**src/rtl/huffman_block_sequencer.sv**
```systemverilog
// huffman_block_sequencer: accepts one zigzag-ordered quantised block per
// handshake, keeps a DC predictor per colour component, scans the AC
// coefficients one per cycle and emits a backpressured stream of JPEG
// symbols (DC, AC run/size, ZRL, EOB) with category and amplitude bits.
//
// Ports:
//   clock_i, reset_n_i          clock (rising edge), async active-low reset
//   block_valid_i/block_ready_o block handshake
//   block_comp_i                component index (>= NUM_COMP maps to 0)
//   block_coef_i                BLOCK_N coefficients, coef i at [i*COEF_W +: COEF_W]
//   sym_valid_o/sym_ready_i     symbol handshake
//   sym_type_o                  0=DC 1=AC 2=ZRL 3=EOB
//   sym_run_o, sym_size_o       zero run and magnitude category
//   sym_amp_o                   right-aligned amplitude bits
//   sym_last_o                  final symbol of the block
//   busy_o                      high when not idle
//   restart_i                   clears all predictors (HUFF_SEQ_RESTART_EN only)
//
// Optional feature macro: HUFF_SEQ_RESTART_EN
module huffman_block_sequencer #(
   parameter int unsigned COEF_W   = 12,
   parameter int unsigned BLOCK_N  = 64,
   parameter int unsigned NUM_COMP = 3
) (
   input  logic                      clock_i,
   input  logic                      reset_n_i,
   input  logic                      block_valid_i,
   output logic                      block_ready_o,
   input  logic [1:0]                block_comp_i,
   input  logic [BLOCK_N*COEF_W-1:0] block_coef_i,
   output logic                      sym_valid_o,
   input  logic                      sym_ready_i,
   output logic [1:0]                sym_type_o,
   output logic [3:0]                sym_run_o,
   output logic [3:0]                sym_size_o,
   output logic [COEF_W:0]           sym_amp_o,
   output logic                      sym_last_o,
`ifdef HUFF_SEQ_RESTART_EN
   input  logic                      restart_i,
`endif
   output logic                      busy_o
);

   localparam int unsigned AW    = COEF_W + 1;
   localparam int unsigned IDX_W = $clog2(BLOCK_N);
   localparam int unsigned RUN_W = 6;
   localparam int unsigned CW    = BLOCK_N * COEF_W;

   localparam logic [1:0] T_DC  = 2'd0;
   localparam logic [1:0] T_AC  = 2'd1;
   localparam logic [1:0] T_ZRL = 2'd2;
   localparam logic [1:0] T_EOB = 2'd3;

   typedef enum logic [2:0] {S_IDLE, S_DC, S_SCAN, S_EMIT, S_EOB} state_e;

   state_e                    state_q, state_d;
   logic [IDX_W-1:0]          idx_q, idx_d;
   logic [RUN_W-1:0]          run_q, run_d;
   logic [CW-1:0]             coef_q, coef_d;
   logic signed [COEF_W-1:0]  pred_q [4];
   logic signed [COEF_W-1:0]  pred_d [4];
   logic                      ready_q, ready_d;
   logic                      busy_q, busy_d;
   logic                      valid_q, valid_d;
   logic [1:0]                type_q, type_d;
   logic [3:0]                srun_q, srun_d;
   logic [3:0]                size_q, size_d;
   logic [AW-1:0]             amp_q, amp_d;
   logic                      last_q, last_d;

   logic [1:0]                comp_c;
   logic signed [COEF_W-1:0]  coef0_c;
   logic signed [COEF_W-1:0]  cur_c;
   logic signed [AW-1:0]      diff_c;
   logic signed [AW-1:0]      cur_ext_c;
   logic [3:0]                dsize_c;
   logic [3:0]                csize_c;

   // Bit length of |v|; size(0) = 0.
   function automatic logic [3:0] size_of(input logic signed [AW-1:0] v);
      logic [AW-1:0] mag;
      size_of = 4'd0;
      mag = v[AW-1] ? (~v + AW'(1)) : v;
      for (int unsigned i = 0; i < AW; i++) begin
         if (mag[i]) size_of = 4'(i + 1);
      end
   endfunction

   // Negative values are sent as (v-1) truncated to size bits.
   function automatic logic [AW-1:0] amp_of(input logic signed [AW-1:0] v,
                                            input logic [3:0] sz);
      logic [AW-1:0] mask;
      mask   = (AW'(1) << sz) - AW'(1);
      amp_of = v[AW-1] ? ((v - AW'(1)) & mask) : v;
   endfunction

   // Next-state and registered-output logic.
   always_comb begin
      state_d = state_q;
      idx_d   = idx_q;
      run_d   = run_q;
      coef_d  = coef_q;
      pred_d  = pred_q;
      valid_d = valid_q;
      type_d  = type_q;
      srun_d  = srun_q;
      size_d  = size_q;
      amp_d   = amp_q;
      last_d  = last_q;

      comp_c  = ({1'b0, block_comp_i} < 3'(NUM_COMP)) ? block_comp_i : 2'd0;
      coef0_c = block_coef_i[COEF_W-1:0];
      cur_c   = coef_q[32'(idx_q) * COEF_W +: COEF_W];

`ifdef HUFF_SEQ_RESTART_EN
      if (restart_i) begin
         for (int i = 0; i < 4; i++) pred_d[i] = '0;
      end
`endif
      // pred_d already reflects a coincident restart here
      diff_c    = {coef0_c[COEF_W-1], coef0_c} - {pred_d[comp_c][COEF_W-1], pred_d[comp_c]};
      cur_ext_c = {cur_c[COEF_W-1], cur_c};
      dsize_c   = size_of(diff_c);
      csize_c   = size_of(cur_ext_c);

      unique case (state_q)
         S_IDLE: begin
            if (block_valid_i && ready_q) begin
               coef_d         = block_coef_i;
               pred_d[comp_c] = coef0_c;
               valid_d        = 1'b1;
               type_d         = T_DC;
               srun_d         = 4'd0;
               size_d         = dsize_c;
               amp_d          = amp_of(diff_c, dsize_c);
               last_d         = 1'b0;
               state_d        = S_DC;
            end
         end
         S_DC: begin
            if (sym_ready_i) begin
               valid_d = 1'b0;
               idx_d   = IDX_W'(1);
               run_d   = '0;
               state_d = S_SCAN;
            end
         end
         S_SCAN: begin
            if (cur_c == '0) begin
               if (idx_q == IDX_W'(BLOCK_N - 1)) begin
                  valid_d = 1'b1;
                  type_d  = T_EOB;
                  srun_d  = 4'd0;
                  size_d  = 4'd0;
                  amp_d   = '0;
                  last_d  = 1'b1;
                  state_d = S_EOB;
               end else begin
                  run_d = run_q + RUN_W'(1);
                  idx_d = idx_q + IDX_W'(1);
               end
            end else if (run_q >= RUN_W'(16)) begin
               // idx is held so this coefficient is re-examined after the ZRL
               valid_d = 1'b1;
               type_d  = T_ZRL;
               srun_d  = 4'd15;
               size_d  = 4'd0;
               amp_d   = '0;
               last_d  = 1'b0;
               run_d   = run_q - RUN_W'(16);
               state_d = S_EMIT;
            end else begin
               valid_d = 1'b1;
               type_d  = T_AC;
               srun_d  = run_q[3:0];
               size_d  = csize_c;
               amp_d   = amp_of(cur_ext_c, csize_c);
               last_d  = (idx_q == IDX_W'(BLOCK_N - 1));
               state_d = S_EMIT;
            end
         end
         S_EMIT: begin
            if (sym_ready_i) begin
               valid_d = 1'b0;
               if (type_q == T_ZRL) begin
                  state_d = S_SCAN;
               end else if (last_q) begin
                  state_d = S_IDLE;
               end else begin
                  idx_d   = idx_q + IDX_W'(1);
                  run_d   = '0;
                  state_d = S_SCAN;
               end
            end
         end
         S_EOB: begin
            if (sym_ready_i) begin
               valid_d = 1'b0;
               state_d = S_IDLE;
            end
         end
         default: state_d = S_IDLE;
      endcase

      ready_d = (state_d == S_IDLE);
      busy_d  = (state_d != S_IDLE);
   end

   // State and output registers.
   always_ff @(posedge clock_i or negedge reset_n_i) begin
      if (!reset_n_i) begin
         state_q <= S_IDLE;
         idx_q   <= '0;
         run_q   <= '0;
         coef_q  <= '0;
         for (int i = 0; i < 4; i++) pred_q[i] <= '0;
         ready_q <= 1'b0;
         busy_q  <= 1'b0;
         valid_q <= 1'b0;
         type_q  <= 2'd0;
         srun_q  <= 4'd0;
         size_q  <= 4'd0;
         amp_q   <= '0;
         last_q  <= 1'b0;
      end else begin
         state_q <= state_d;
         idx_q   <= idx_d;
         run_q   <= run_d;
         coef_q  <= coef_d;
         pred_q  <= pred_d;
         ready_q <= ready_d;
         busy_q  <= busy_d;
         valid_q <= valid_d;
         type_q  <= type_d;
         srun_q  <= srun_d;
         size_q  <= size_d;
         amp_q   <= amp_d;
         last_q  <= last_d;
      end
   end

   assign block_ready_o = ready_q;
   assign busy_o        = busy_q;
   assign sym_valid_o   = valid_q;
   assign sym_type_o    = type_q;
   assign sym_run_o     = srun_q;
   assign sym_size_o    = size_q;
   assign sym_amp_o     = amp_q;
   assign sym_last_o    = last_q;

endmodule

```
**config.mk**
```make
export PLATFORM = sky130hd
export DESIGN_NAME = huffman_block_sequencer
export DESIGN_NICKNAME = d
export VERILOG_FILES = /design/src/rtl/huffman_block_sequencer.sv
export SDC_FILE = /design/constraint.sdc
export NUM_CORES = 2
export LEC_CHECK = 0
export CAP_MARGIN = 25
export CORE_MARGIN = 3
export CORE_UTILIZATION = 25
export CTS_CLUSTER_SIZE = 8
export DETAILED_ROUTE_END_ITERATION = 10
export SYNTH_ARGS = -nofsm -noshare
export SYNTH_HDL_FRONTEND = slang
export SYNTH_SLANG_ARGS = --single-unit
```
**constraint.sdc**
```tcl
create_clock -name clock_i -period 6.55 [get_ports clock_i]
set_input_delay 1.6375 -clock clock_i [delete_from_list [all_inputs] [get_ports clock_i]]
set_output_delay 1.6375 -clock clock_i [all_outputs]
set_load 0.01 [all_outputs]
```
==> metrics <==
sequential share of the synthesized area 51.1%; Async S/R FF share, synth 100%; drt wl/cell 23.1 µm; capturing point of the worst reg2reg path sym_amp_o[1]$_DFFE_PN0P_; CTS tree built; DR iter-0 viols 3,324; syn nets 5,373; detailed placer's ending HPWL 137,000 µm; synth warn 0; Hold Buf Count CTS 0; clock buffer depth 3; total grt overflow 0; number of port buffers 800; most frequent cells in the layout nand2_1 (2,394), dfrtp_1 (853), clkdlybuf4s50_1 (798), buf_4 (236), mux4_2 (174); Crit Reg-Reg Startpoint idx_q[0]$_DFFE_PN0P_; Post-Route Skew 0.0774 ns; Hold Path Sink coef_q[429]$_DFFE_PN0P_; Root Driver clkbuf_16; routed vias 36,695; Max-Slew Margin vs Limit 19.4%; startpoint types input pin; Final Hold Vio Count 0; synthesis-to-finish area growth 36.1%; P_leak 27.0 nW; Sink Count 858; worst vdd ir 0.393 mV; outcome complete, no violations; main flop type after synthesis dfrtp_1; Area contributors post-synth dfrtp_1 (51%), nand2_1 (21%), mux4_2 (9.3%); WP buf/inv 6; class of the worst hold path flop to flop; Mapped Avg Cell Area 9.19 µm²; crit-path cells clkdlybuf4s50_1 > inv_2 > ha_4 > mux4_2 > inv_1 > ha_1 > nor2b_1 > o21a_1 > o21a_1 > or4b_2 > buf_4 > and3_2 > o21ai_0 > a32oi_1 > a2bb2oi_2 > o22a_1 > or3_1 > ha_2 > buf_4 > o21a_1 > buf_4 > xnor2_1 > a31oi_1 > nand3_1; initial antenna violation count 45; first-pass GRT wire length 257,000 µm; Die ar. 173,000 µm²; Die Width 416 µm; layout cells sized above 1 12.8%; post-synth top area share 51.1%; largest area contributor in the netlist dfrtp_1; Final Max Slew Viols 0; antenna viol nets, final 0; DR pass1 iterations 7; register area 21,500 µm²; Worst Path Arrival 6.98 ns; element type at the critical path end flop; required time of the critical path 7.13 ns; r2r worst-path depth 20; vias per cell 4.75; effective utilization at floorplan 25.3%; max-cap viol count 0; routability cong. 0.858; final setup vio count 0; Routed WL 178,000 µm; area of the multi-input gates 19,400 µm²; Seq cells post-synth 858; CP max-delay cell or4b_2; cts bufs inserted 118; crit-path leading delay family simple AND/OR/NAND/NOR gates; dpl cells 7,540; GRT Resource Usage Total 20.1%; slowest stage delay, CP 0.64 ns; mapped cell area 42,100 µm²; critical path peak fanout 7; Final nets 6,277; clock-pin slew on the worst setup and hold paths 0.05 ns; Clk Latency, worst-skew pair 0.78 ns; min cycle time layout 6.41 ns; fmax 156 MHz; Core Area 166,000 µm²; Least-Margin Pin Slew 1.21 ns; commonest non-fill, non-tap cell in the layout nand2_1; # rows 149; vias in the first global route 37,277; Unique masters post-synth 88; crit share post-route 97.9%; Mapped Cells 4,576; Hold Path Cell Cnt 2; reg-to-reg slack, setup 0.43 ns; htree depth 3; DRC errors left 0; pwr/cell area 567 nW/µm²; largest net degree at the start of global routing 227; FILL cells 17,011; IO Pins 801; Post-synth EDFFs 0; min-delay src coef_q[429]$_DFFE_PN0P_; Non-Filler Instances 7,720; Setup CP Type input pin to flop; Die Span Y 416 µm; Final TNS setup 0 ns
## flip-flops by register name (all words and copies together), names as in the netlist
| register | cells |
|---|---|
| pred_q | 48 |
| run_q | 6 |
| sym_run_o | 4 |
| coef_q | 768 |
| sym_valid_o | 1 |
| block_ready_o | 1 |
| sym_type_o | 2 |
| sym_last_o | 1 |
| busy_o | 1 |
| sym_size_o | 4 |
| idx_q | 6 |
| sym_amp_o | 13 |
| state_q | 3 |
## cell families (layout without fill, tap and decap cells)
kind of cell             Yosys count  after routing  synth area share [%]
multiplexers                     327            327                  13.2
adder cells (fa/ha/maj)           23             23                 0.702
buffers and inverters            307           1227                  3.33
XOR/XNOR                          37             37                 0.771
flip-flops                       858            858                  51.1
AO/OA/AOI/OAI                    329            329                  5.63
AND/OR/NAND/NOR                 2695           2695                  25.3
other                              0             35                     0
## tightest hold or removal path, stage by stage (launching register included)
cell	delay [ns]
dfrtp_1	0.33
nand2_1	0.05
nand2_1	0.05
## worst max-delay path by stage
stage / from / cells past startpoint / slack (ns) / end
global route: block_comp_i[1] / 25 / -0.008 / sym_amp_o[4]$_DFFE_PN0P_
finish: block_comp_i[1] / 24 / 0.14 / sym_amp_o[6]$_DFFE_PN0P_
detailed placement: block_comp_i[1] / 26 / -0.78 / sym_amp_o[6]$_DFFE_PN0P_
floorplan: block_comp_i[1] / 24 / 0.005 / sym_amp_o[4]$_DFFE_PN0P_
global placement: block_comp_i[1] / 25 / -0.79 / sym_amp_o[4]$_DFFE_PN0P_
CTS: block_comp_i[1] / 23 / 0.04 / sym_amp_o[6]$_DFFE_PN0P_
## final cells by class
class | count | area share [%]
well taps | 2189 | 4.79
multi-input cells | 3411 | 33.9
flip-flops and latches | 858 | 37.5
clock buffers | 128 | 5.28
inverters | 33 | 0.216
clock inverters | 8 | 0.321
repair buffers | 1058 | 17.9
diodes | 35 | 0.153
## report_power, final
| part | internal (mW) | switching (mW) | leakage, nW |
|---|---|---|---|
| sequential | 7.88 | 1.60 | 10.6 |
| combinational | 7.10 | 10.3 | 14.8 |
| clock | 3.22 | 2.37 | 1.56 |
| total | 18.2 | 14.3 | 27.0 |
## timing repair
item | in CTS | in global routing
resized for setup | 1 | 22
pin swaps | 0 | 9
setup buffers | 0 | 9
setup endpoints to repair | 1 | 8
## per-layer routing
layer	track usage, %	routed length [µm]	vias up
li1	-	-	16911
met1	25.2	73000	18380
met2	34.0	89900	1119
met3	3.28	8210	279
met4	8.99	7060	6
met5	0	40	-
## stage by stage
stage	utilization, %	setup WS (ns)	power, mW	hold WS, ns	instance area (µm²)
2_1_floorplan	-	0.00538	19.5	0.438	42200
3_5_place_dp	32.4	-0.782	26.9	0.456	53800
5_1_grt	34.5	-0.00825	34.7	0.487	57200
4_1_cts	34.3	0.0417	32.6	0.470	57000
3_3_place_gp	32.4	-0.793	26.6	0.453	53800
6_report	34.5	0.141	32.5	0.465	57200
## cells in the mapped netlist, types with 9 or more instances
master and number:
a211o_1 9, a211oi_1 15, a21oi_1 39, a22oi_1 45, a31oi_1 17, and2_1 9, and3_1 18, buf_1 9
buf_2 120, buf_4 12, clkbuf_1 126, dfrtp_1 858, ha_1 22, inv_1 31, mux2_2 70, mux2i_1 83
mux4_2 174, nand2_1 2394, nand3_1 46, nand4_1 18, nor2_1 94, nor2b_1 18, nor3_1 35, o21a_1 14
o21ai_0 59, o22ai_1 15, o31ai_1 10, or3_1 9, xnor2_1 26, xor2_1 11
Power figures use the tool's default switching activity.
